## src/rtl/ofm_wr_ctrl.sv

```systemverilog
// Packs three per-channel OFM bytes into one zero-padded memory word and writes
// the words of a frame to consecutive addresses. Optional: OFM_WR_CTRL_STALL_CNT_EN.
module ofm_wr_ctrl #(
  parameter int DATA_W = 8,
  parameter int WORD_W = 32,
  parameter int ADDR_W = 16,
  parameter int CNT_W  = 16
) (
  input  logic                clk,
  input  logic                rst_n,
  input  logic                start,
  input  logic                abort,
  input  logic [ADDR_W-1:0]   base_addr,
  input  logic [CNT_W-1:0]    pix_count,
  input  logic [2:0]          ch_valid,
  input  logic [3*DATA_W-1:0] ch_data,
  output logic [2:0]          ch_ready,
  output logic                mem_we,
  output logic [ADDR_W-1:0]   mem_addr,
  output logic [WORD_W-1:0]   mem_wdata,
  input  logic                mem_ready,
  output logic                busy,
  output logic                done,
  output logic [15:0]         stall_cnt
);

  localparam logic [1:0] S_IDLE    = 2'd0;
  localparam logic [1:0] S_COLLECT = 2'd1;
  localparam logic [1:0] S_WRITE   = 2'd2;
  localparam logic [1:0] S_DONE    = 2'd3;
  localparam int PAD_W = WORD_W - 3*DATA_W;

  logic [1:0]          r_state;
  logic [1:0]          r_slot;
  logic [ADDR_W-1:0]   r_addr;
  logic [CNT_W-1:0]    r_target;
  logic [CNT_W-1:0]    r_cnt;
  logic [2*DATA_W-1:0] r_buf;
  logic [ADDR_W-1:0]   r_mem_addr;
  logic [WORD_W-1:0]   r_mem_wdata;

  logic [2:0]          w_slot_oh;
  logic [DATA_W-1:0]   w_byte;
  logic                w_xfer;
  logic                w_start;
  logic [CNT_W-1:0]    w_cnt_nxt;

  always_comb begin
    w_slot_oh = 3'b001;
    w_byte    = ch_data[0 +: DATA_W];
    case (r_slot)
      2'd1: begin
        w_slot_oh = 3'b010;
        w_byte    = ch_data[DATA_W +: DATA_W];
      end
      2'd2: begin
        w_slot_oh = 3'b100;
        w_byte    = ch_data[2*DATA_W +: DATA_W];
      end
      default: ;
    endcase
  end

  // abort masks every handshake in the same cycle so nothing is consumed or written
  assign ch_ready  = (r_state == S_COLLECT && !abort) ? w_slot_oh : 3'b000;
  assign mem_we    = (r_state == S_WRITE) && !abort;
  assign done      = (r_state == S_DONE) && !abort;
  assign busy      = (r_state != S_IDLE);
  assign mem_addr  = r_mem_addr;
  assign mem_wdata = r_mem_wdata;
  assign w_xfer    = |(ch_valid & ch_ready);
  assign w_start   = (r_state == S_IDLE) && start && !abort;
  assign w_cnt_nxt = r_cnt + 1'b1;

  always_ff @(posedge clk or negedge rst_n) begin
    if (!rst_n) begin
      r_state     <= S_IDLE;
      r_slot      <= 2'd0;
      r_addr      <= '0;
      r_target    <= '0;
      r_cnt       <= '0;
      r_buf       <= '0;
      r_mem_addr  <= '0;
      r_mem_wdata <= '0;
    end else if (abort) begin
      r_state <= S_IDLE;
      r_slot  <= 2'd0;
    end else begin
      case (r_state)
        S_IDLE: begin
          if (start) begin
            r_addr   <= base_addr;
            r_target <= pix_count;
            r_cnt    <= '0;
            r_slot   <= 2'd0;
            r_state  <= (pix_count == '0) ? S_DONE : S_COLLECT;
          end
        end
        S_COLLECT: begin
          if (w_xfer) begin
            case (r_slot)
              2'd0: r_buf[2*DATA_W-1:DATA_W] <= w_byte;
              2'd1: r_buf[DATA_W-1:0]        <= w_byte;
              default: begin
                // word and address are captured once so they stay stable while WRITE stalls
                r_mem_wdata <= {{PAD_W{1'b0}}, r_buf, w_byte};
                r_mem_addr  <= r_addr;
                r_state     <= S_WRITE;
              end
            endcase
            r_slot <= (r_slot == 2'd2) ? 2'd0 : r_slot + 1'b1;
          end
        end
        S_WRITE: begin
          if (mem_ready) begin
            r_addr  <= r_addr + 1'b1;
            r_cnt   <= w_cnt_nxt;
            r_state <= (w_cnt_nxt == r_target) ? S_DONE : S_COLLECT;
          end
        end
        default: r_state <= S_IDLE;
      endcase
    end
  end

`ifdef OFM_WR_CTRL_STALL_CNT_EN
  logic [15:0] r_stall_cnt;
  logic        w_stall;

  assign w_stall = !abort &&
                   ((r_state == S_COLLECT && !(|(ch_valid & w_slot_oh))) ||
                    (r_state == S_WRITE && !mem_ready));

  always_ff @(posedge clk or negedge rst_n) begin
    if (!rst_n) begin
      r_stall_cnt <= 16'h0000;
    end else if (w_start) begin
      r_stall_cnt <= 16'h0000;
    end else if (w_stall && r_stall_cnt != 16'hFFFF) begin
      r_stall_cnt <= r_stall_cnt + 16'h0001;
    end
  end

  assign stall_cnt = r_stall_cnt;
`else
  assign stall_cnt = 16'h0000;
`endif

endmodule

```

## config.mk

```make
export PLATFORM = sky130hd
export DESIGN_NAME = ofm_wr_ctrl
export DESIGN_NICKNAME = d
export VERILOG_FILES = /design/src/rtl/ofm_wr_ctrl.sv
export SDC_FILE = /design/constraint.sdc
export NUM_CORES = 1
export LEC_CHECK = 0
export CORE_ASPECT_RATIO = 0.9
export CORE_UTILIZATION = 46
export DETAILED_ROUTE_END_ITERATION = 16
export PLACE_DENSITY = 0.86
export SLEW_MARGIN = 20
export SYNTH_ARGS = -nofsm -noshare
export SYNTH_HDL_FRONTEND = slang
export SYNTH_SLANG_ARGS = --single-unit
```

## constraint.sdc

```tcl
create_clock -name clk -period 5.7 [get_ports clk]
set_clock_uncertainty 0.15 [all_clocks]
set_input_delay 1.14 -clock clk [delete_from_list [all_inputs] [get_ports clk]]
set_output_delay 1.14 -clock clk [all_outputs]
set_load 0.01 [all_outputs]
```

# Yosys cells after proc, flatten, opt, wreduce, memory -nomap -nowiden
# Cells that the tools add are included.
word_totals:
  reg_bits: 108
  wordCells: 68
op_classes:
  n_bitwise: 3
  mux: 22
  n_reduce_logical: 19
  n_addsub: 3
  n_eq_ne: 12
op_table:
  columns: ["op", "n"]
  rows:
  - ["$mux 16", 4]
  - ["$pmux 16 s2", 2]
  - ["$add 16x1->16 const B", 2]
  - ["$mux 2", 11]
  - ["$reduce_and 4->1", 5]
  - ["$eq 16x16->1", 1]
  - ["$logic_not 16->1", 1]
  - ["$pmux 8 s2", 1]
  - ["$ne 3x3->1 const B", 4]
  - ["$eq 2x2->1 const B", 3]
  - ["$pmux 2 s3", 1]
  - ["$pmux 3 s2", 1]
  - ["$reduce_and 3->1", 2]
  - ["$eq 2x1->1 const B", 2]
  - ["$logic_not 2->1", 2]
  - ["$ne 2x2->1 const B", 2]
  - ["$pmux 2 s2", 1]
  - ["$reduce_bool 2->1", 2]
  - ["$and 3x3->3", 1]
  - ["$logic_and 1x1->1", 3]
  - ["$mux 3", 1]
  - ["$reduce_bool 3->1", 1]
  - ["$reduce_or 3->1", 1]
  - ["$add 2x1->2 const B", 1]
  - ["3 further kinds", 4]

# Longest topological paths before layout
# Gate-level depths: netlist (run 1).
logic_depth:
  depth_word: 8
  depth_mapped: 10

# Least setup slack after synthesis (run 1)
# No wires, ideal clock.
synth_timing:
  path_type: "in2out"
  start: "in abort"
  end: "out ch_ready[0]"
  t_arrival_ns: 1.982
  setup_slack_ns: 2.428
  stages: 3
  path_buffers: 1
  required_ns: 4.410
  path_cell_list: "clkbuf_1 > or3b_2 > nor2_1"
synth_via:
  elab_chain_cells: 3
synth_lines:
  columns: ["item", "line_no", "rtl"]
  rows:
  - ["start: declaration", "12", "input logic abort,"]
  - ["$logic_not 1->1", null, null]
  - ["$logic_and 1x1->1", "65", "assign ch_ready = (r_state == S_COLLECT && !abort) ? w_slot_oh : 3'b000;"]
  - ["$mux 3", "65", null]
  - ["end: declaration", "17", "output logic [2:0] ch_ready,"]
# Every way passes these cells.

# Worst setup path in the final report (run 1)
# Ends and elaborated chain as after synthesis.

==> results of run 1 <==
==> power breakdown <==
group,switching [mW],internal (mW),leakage [nW]
logic,0.314,0.354,1.39
registers,0.156,0.959,1.40
clock network,0.280,0.399,0.152
total,0.751,1.71,2.95
==> stage by stage <==
stage,setup slack [ns],cell area (um2)
floorplan,2.428,5753
global placement,1.449,6744
detailed placement,1.421,6744
CTS,1.413,7071
global route,1.329,7071
finish,1.424,7071
==> worst max-delay path, stage by stage <==
cell and delay [ns]:
clkdlybuf4s50_1 0.59, or3b_2 0.57, nor2_1 0.13, clkdlybuf4s50_1 0.55
==> cell usage after synthesis, drive strengths merged, types with 2 or more instances <==
library cell / instances
nand2b: 6
a21oi: 33
inv: 8
a211oi: 2
nand4: 5
or2: 3
a31oi: 4
o41ai: 7
and4: 2
o31ai: 4
and2: 5
nand3: 23
nand2: 81
nor2b: 2
or3: 4
o21ai: 66
o32ai: 3
xnor2: 10
buf: 38
clkbuf: 22
mux2i: 3
mux2: 45
nor2: 25
ha: 5
a22o: 4
o22ai: 9
nor4: 7
xor2: 6
nor3: 8
a22oi: 11
maj3: 2
dfrtp: 108
and3: 4
==> flip-flops by register name, indices dropped and copies added, names as in the netlist <==
signal,flops
r_target,16
r_state,2
mem_wdata,24
mem_addr,16
r_buf,16
r_addr,16
r_slot,2
r_cnt,16
==> routing by layer <==
metal	wire [um]	up-vias	track usage, %
met5	0	-	0
met4	194	0	7.052
met3	827	19	4.820
met2	6588	183	37.62
met1	5960	2246	28.70
li1	-	2196	-
==> how the worst min path moves through the flow <==
stage                               from                    to  slack [ns]
floorplan           r_buf[0]$_DFFE_PN0P_  r_buf[0]$_DFFE_PN0P_        0.30
global placement    r_buf[8]$_DFFE_PN0P_  r_buf[8]$_DFFE_PN0P_        0.31
detailed placement  r_buf[8]$_DFFE_PN0P_  r_buf[8]$_DFFE_PN0P_        0.32
CTS                 r_buf[8]$_DFFE_PN0P_  r_buf[8]$_DFFE_PN0P_        0.33
global route        r_buf[8]$_DFFE_PN0P_  r_buf[8]$_DFFE_PN0P_        0.37
finish              r_buf[8]$_DFFE_PN0P_  r_buf[8]$_DFFE_PN0P_        0.33
==> cells by family (layout without fill, tap and decap cells) <==
group | Yosys count | after routing | synth area share [%]
and+or+nand+nor | 182 | 182 | 15.96
AOI/OAI and AO/OA | 151 | 151 | 16.14
DFF | 108 | 108 | 47.69
buffers and inverters | 68 | 138 | 6.734
muxes | 48 | 48 | 9.472
xor gates and xnor gates | 16 | 16 | 2.473
adders and majority gates | 7 | 7 | 1.457
other | 1 | 24 | 0.06618
==> layout make-up <==
| type | instances | area share (%) |
|---|---|---|
| flip-flops and latches | 108 | 38.22 |
| repair buffers | 114 | 15.93 |
| clock buffers | 11 | 3.433 |
| multi-input cells | 428 | 37.98 |
| well taps | 160 | 2.831 |
| clock inverters | 5 | 1.186 |
| inverters | 8 | 0.4247 |
==> reports/metrics.csv, run 1 <==
metric;value;unit
fill count;1009;
synth warn;0;
grt total ovfl;0;
Synth area leaders;dfrtp_1 48%, mux2_2 8.9%, o21ai_0 5.7%, nand2_1 5.3%, buf_4 3.3%;
pin count of the biggest net entering global routing;66;
area grow syn2layout;24.77;%
non-filler cells, final;834;
Clock Sinks;108;
htree depth;3;
vias in the first global route;4585;
Slew HR;37.51;%
Crit Path Class;in -> out;
final core occ;58.78;%
worst-skew pair later-pin latency;0.35;ns
Slew Limit Fails;0;
area taken by multi-input logic gates;2685;um2
R2R Setup Slk;2.87;ns
IO buf count;109;
CTS buffer count;9;
CTS tree;done;
GP Congestion;0.8440;
area leader, netlist;dfrtp_1;
post-route ant nets;0;
Post-Route WL;13.57;mm
post-DR wirelength/cell;16.27;um
first-pass GRT wire length;22.53;mm
reg2reg end;r_state[1]$_DFFE_PN0P_;
fraction of layout cells with a size suffix above 1;12.31;%
Via density;5.568;
Tot GR Track Use;22.33;%
storage element area;2703;um2
Die H;107.3;um
Synth Area per Inst;9.753;um2
Tmin final;4.276;ns
Setup crit end;ch_ready[0];
final worst-path cycle share;75.02;%
initial drt markers;212;
Least-Margin Pin Slew;0.9373;ns
Diodes inserted;0;
WHS Path Cells;2;
Max VDD drop;0.2013;mV
commonest non-fill, non-tap cells in the layout;108 x clkdlybuf4s50_1, 108 x dfrtp_1, 80 x nand2_1;
async set-or-reset flop fraction in the synthesized netlist;100.0;%
initial antenna violation count;0;
Top FF cell, synth;dfrtp_1;
critical path data required time;4.41;ns
worst r2r src;r_slot[0]$_DFFE_PN0P_;
post-synthesis instance total;581;
hold_ws;0.3274;ns
Clk pin slew, worst setup/hold paths;0.07;ns
share of the synthesized area in the top cell type;47.69;%
Initial Util;47.11;%
startpoint types;primary input;
crit path DAT;2.99;ns
static leakage;2.948;nW
worst-path fanout max;8;
post-placement cell count;818;
post-synthesis cell area;5667;um2
Power Total;2.462;mW
die width;119.0;um
count of different cell masters after synthesis;61;
Setup TNS Final;0;ns
RSZ-0062 raised after global routing;no;
cell count of the worst reg-to-reg path;9;
DRT Pass-1 Iters;5;
core box area;12030;um2
status;finished, final reports clean;
hold_buf cts;0;
post_cts resized;0;
Setup Viol. Count Final;0;
Max clock buf depth;2;
DIE AREA;12770;um2
row count;38;
nets;738;
EDFF count, synth;0;
DPL Wire Length;9.672;mm
CP Capture Type;output port;
Power Dens Cells;348.3;nW/um2
# DRC;0;
CP startpoint;abort;
via count;4644;
register area share after synthesis;47.69;%
Root Buffer;clkbuf_16;
f_max;233.9;MHz
Synth Register Bits;108;
hold crit path type;reg -> reg;
maxcap violations;0;
I/O pins;134;
Final Hold Viols;0;
Setup Buffers After CTS;0;
(Power assumes the default switching activity.)
==> inputs of run 2 (changes only) <==
--- a/config.mk
+++ b/config.mk
@@ -6,9 +6,9 @@
 export NUM_CORES = 1
 export LEC_CHECK = 0
 export CORE_ASPECT_RATIO = 0.9
-export CORE_UTILIZATION = 46
+export CORE_UTILIZATION = 45
 export DETAILED_ROUTE_END_ITERATION = 16
-export PLACE_DENSITY = 0.86
+export PLACE_DENSITY = 0.87
 export SLEW_MARGIN = 20
 export SYNTH_ARGS = -nofsm -noshare
 export SYNTH_HDL_FRONTEND = slang
==> constraint.sdc (replaced) <==
create_clock -name clk -period 3.9 [get_ports clk]
set_clock_uncertainty 0.15 [all_clocks]
set_input_delay 0.78 -clock clk [delete_from_list [all_inputs] [get_ports clk]]
set_output_delay 0.78 -clock clk [all_outputs]
set_load 0.01 [all_outputs]
==> reports/metrics.csv, run 2 (synthesis results as in run 1) <==
metric;value;unit;change
final worst-path cycle share;86.62;%;
Clock Sinks;108;;unchanged
post-route ant nets;0;;unchanged
WP depth;5;;+1
Setup Buffers After CTS;0;;unchanged
Final Hold Viols;0;;unchanged
switching pwr;1.103;mW;+47%
via count;4741;;+2.1%
post_cts resized;0;;unchanged
DRT Pass-1 Iters;6;;+1
f_max;296.0;MHz;
Least-Margin Pin Slew;0.9527;ns;+0.01546 ns
fraction of layout cells with a size suffix above 1;12.15;%;-0.17 points
Slew HR;36.48;%;-1.0 points
Die H;108.5;um;+1.1%
commonest non-fill, non-tap cells in the layout;108 x clkdlybuf4s50_1, 108 x dfrtp_1, 80 x nand2_1;;
hold_buf cts;0;;unchanged
die width;120.3;um;+1.1%
pin count of the biggest net entering global routing;59;;-11%
crit path DAT;2.45;ns;-0.54 ns
vias in the first global route;4685;;+2.2%
maxcap violations;0;;unchanged
status;finished, final reports clean;;
initial drt markers;434;;+100%
hold_ws;0.3330;ns;+0.005620 ns
sequential power share;46.6;%;+1.3 points
Root Buffer;clkbuf_16;;
startpoint types;primary input;;
static leakage;2.937;nW;-0.35%
core box area;12170;um2;+1.2%
I/O pins;134;;unchanged
Worst path most repeated cell;clkdlybuf4s50_1;;
cell count of the worst reg-to-reg path;6;;-3
Max VDD drop;0.3278;mV;+63%
combinational power share;28.0;%;+0.9 points
Tot GR Track Use;22.88;%;+0.55 points
Largest register FFs;24;;unchanged
first-pass GRT wire length;23.03;mm;+2.2%
Clk pin slew, worst setup/hold paths;0.07;ns;about the same
# DRC;0;;unchanged
Tmin final;3.378;ns;
internal power;2.419;mW;+41%
Power Dens Cells;499.6;nW/um2;+43%
crit path cell chain;clkdlybuf4s50_1 -> buf_4 -> nor3b_4 -> and2_1 -> clkdlybuf4s50_1;;
post-DR wirelength/cell;16.91;um;+3.9%
DIE AREA;13050;um2;+2.2%
Post-DP Area;6764;um2;+0.30%
RSZ-0062 raised after global routing;no;;
Initial Util;46.56;%;-0.55 points
Net Sw Frac;31.32;%;+0.84 points
row count;38;;unchanged
Max clock buf depth;2;;unchanged
fin area;7051;um2;-0.28%
Setup TNS Final;0;ns;unchanged
DPL Wire Length;10.20;mm;+5.5%
htree depth;3;;unchanged
clock network power share;25.4;%;-2.2 points
delay-heaviest family, CP;buffers and inverters;;
CTS tree;done;;
Diodes inserted;0;;unchanged
GP Congestion;0.8685;;+2.9%
Post-Route WL;14.12;mm;+4.1%
IO buf count;109;;unchanged
nets;739;;+0.14%
initial antenna violation count;0;;unchanged
Via density;5.678;;+2.0%
CTS buffer count;9;;unchanged
Slowest-stage cell, CP;clkdlybuf4s50_1;;
Setup Viol. Count Final;0;;unchanged
Slowest Stage Delay on Critical Path;0.53;ns;-0.06 ns
Slew Limit Fails;0;;unchanged
worst-skew pair later-pin latency;0.35;ns;about the same
worst-path fanout max;7;;-1
grt total ovfl;0;;unchanged
CP Capture Type;output port;;
critical path data required time;2.97;ns;-1.44 ns
Power Total;3.523;mW;+43%
area grow syn2layout;24.42;%;
WP buf/inv;3;;+1
Crit Path Class;in -> out;;
hold crit path type;reg -> reg;;
WHS Path Cells;2;;unchanged
-- run 2: cell types whose count changed in the layout (fill, tap and decap cells not counted) --
cell / delta
bufinv_16: -1
clkinv_2: +1
inv_6: -1
clkbuf_8: -1
buf_12: +1
clkbuf_1: +2
-- run 2: area by class of cell --
| cell class | count | area [um2] |
|---|---|---|
| clock inverter | 4 | 50.05 |
| timing repair buffer | 115 | 1146 |
| fill | 1037 | 5121 |
| sequential | 108 | 2703 |
| tap | 160 | 200.2 |
| multi-input combinational | 428 | 2685 |
| clock buffer | 12 | 236.5 |
| inverter | 8 | 30.03 |
-- run 2: stage by stage --
stage	utilization (%)	cells	worst slack, ns
after detailed placement	55.57	819	0.5417
after floorplan	-	604	1.348
after CTS	57.93	835	0.5303
final	57.93	835	0.5216
after global placement	55.57	819	0.5514
after global routing	57.93	835	0.4223
-- run 2: power groups by stage --
stage,clock [mW],combinational (mW),sequential (mW)
5_1_grt,0.962,1.08,1.68
2_1_floorplan,0,0.527,1.63
3_5_place_dp,0,0.984,1.66
3_3_place_gp,0,0.942,1.64
4_1_cts,0.921,0.989,1.64
6_report,0.896,0.986,1.64
-- run 2: tightest hold or removal path, stage by stage (launching register included) --
cell and delay (ns):
dfrtp_1 0.34, nand2_1 0.05, o21ai_0 0.06
-- run 2: path summary, 6_finish.rpt --
check,from,to,slack [ns]
setup / recovery,abort,ch_ready[2],0.52
min in group asynchronous,rst_n,mem_addr[1]$_DFFE_PN0P_,0.34
setup reg to reg,r_slot[1]$_DFFE_PN0P_,mem_wdata[19]$_DFFE_PN0P_,1.23
max in group asynchronous,rst_n,r_target[0]$_DFFE_PN0P_,2.52
hold reg to reg,r_buf[4]$_DFFE_PN0P_,r_buf[4]$_DFFE_PN0P_,0.33
hold / removal,r_buf[4]$_DFFE_PN0P_,r_buf[4]$_DFFE_PN0P_,0.33
-- run 2: routing by layer --
metal | wire, um | global-route usage (%) | up-vias
met5 | 0 | 0 | -
met4 | 355 | 9.436 | 0
met3 | 943 | 5.538 | 26
met2 | 6929 | 37.64 | 189
met1 | 5893 | 29.01 | 2321
li1 | - | - | 2205
==> inputs of run 3 (changes only) <==
--- a/config.mk
+++ b/config.mk
@@ -9,7 +9,6 @@
 export CORE_UTILIZATION = 45
 export DETAILED_ROUTE_END_ITERATION = 16
 export PLACE_DENSITY = 0.87
-export SLEW_MARGIN = 20
 export SYNTH_ARGS = -nofsm -noshare
 export SYNTH_HDL_FRONTEND = slang
 export SYNTH_SLANG_ARGS = --single-unit
==> results of run 3 <==
No change in the layout: final DEF, timing and power equal those of run 2.
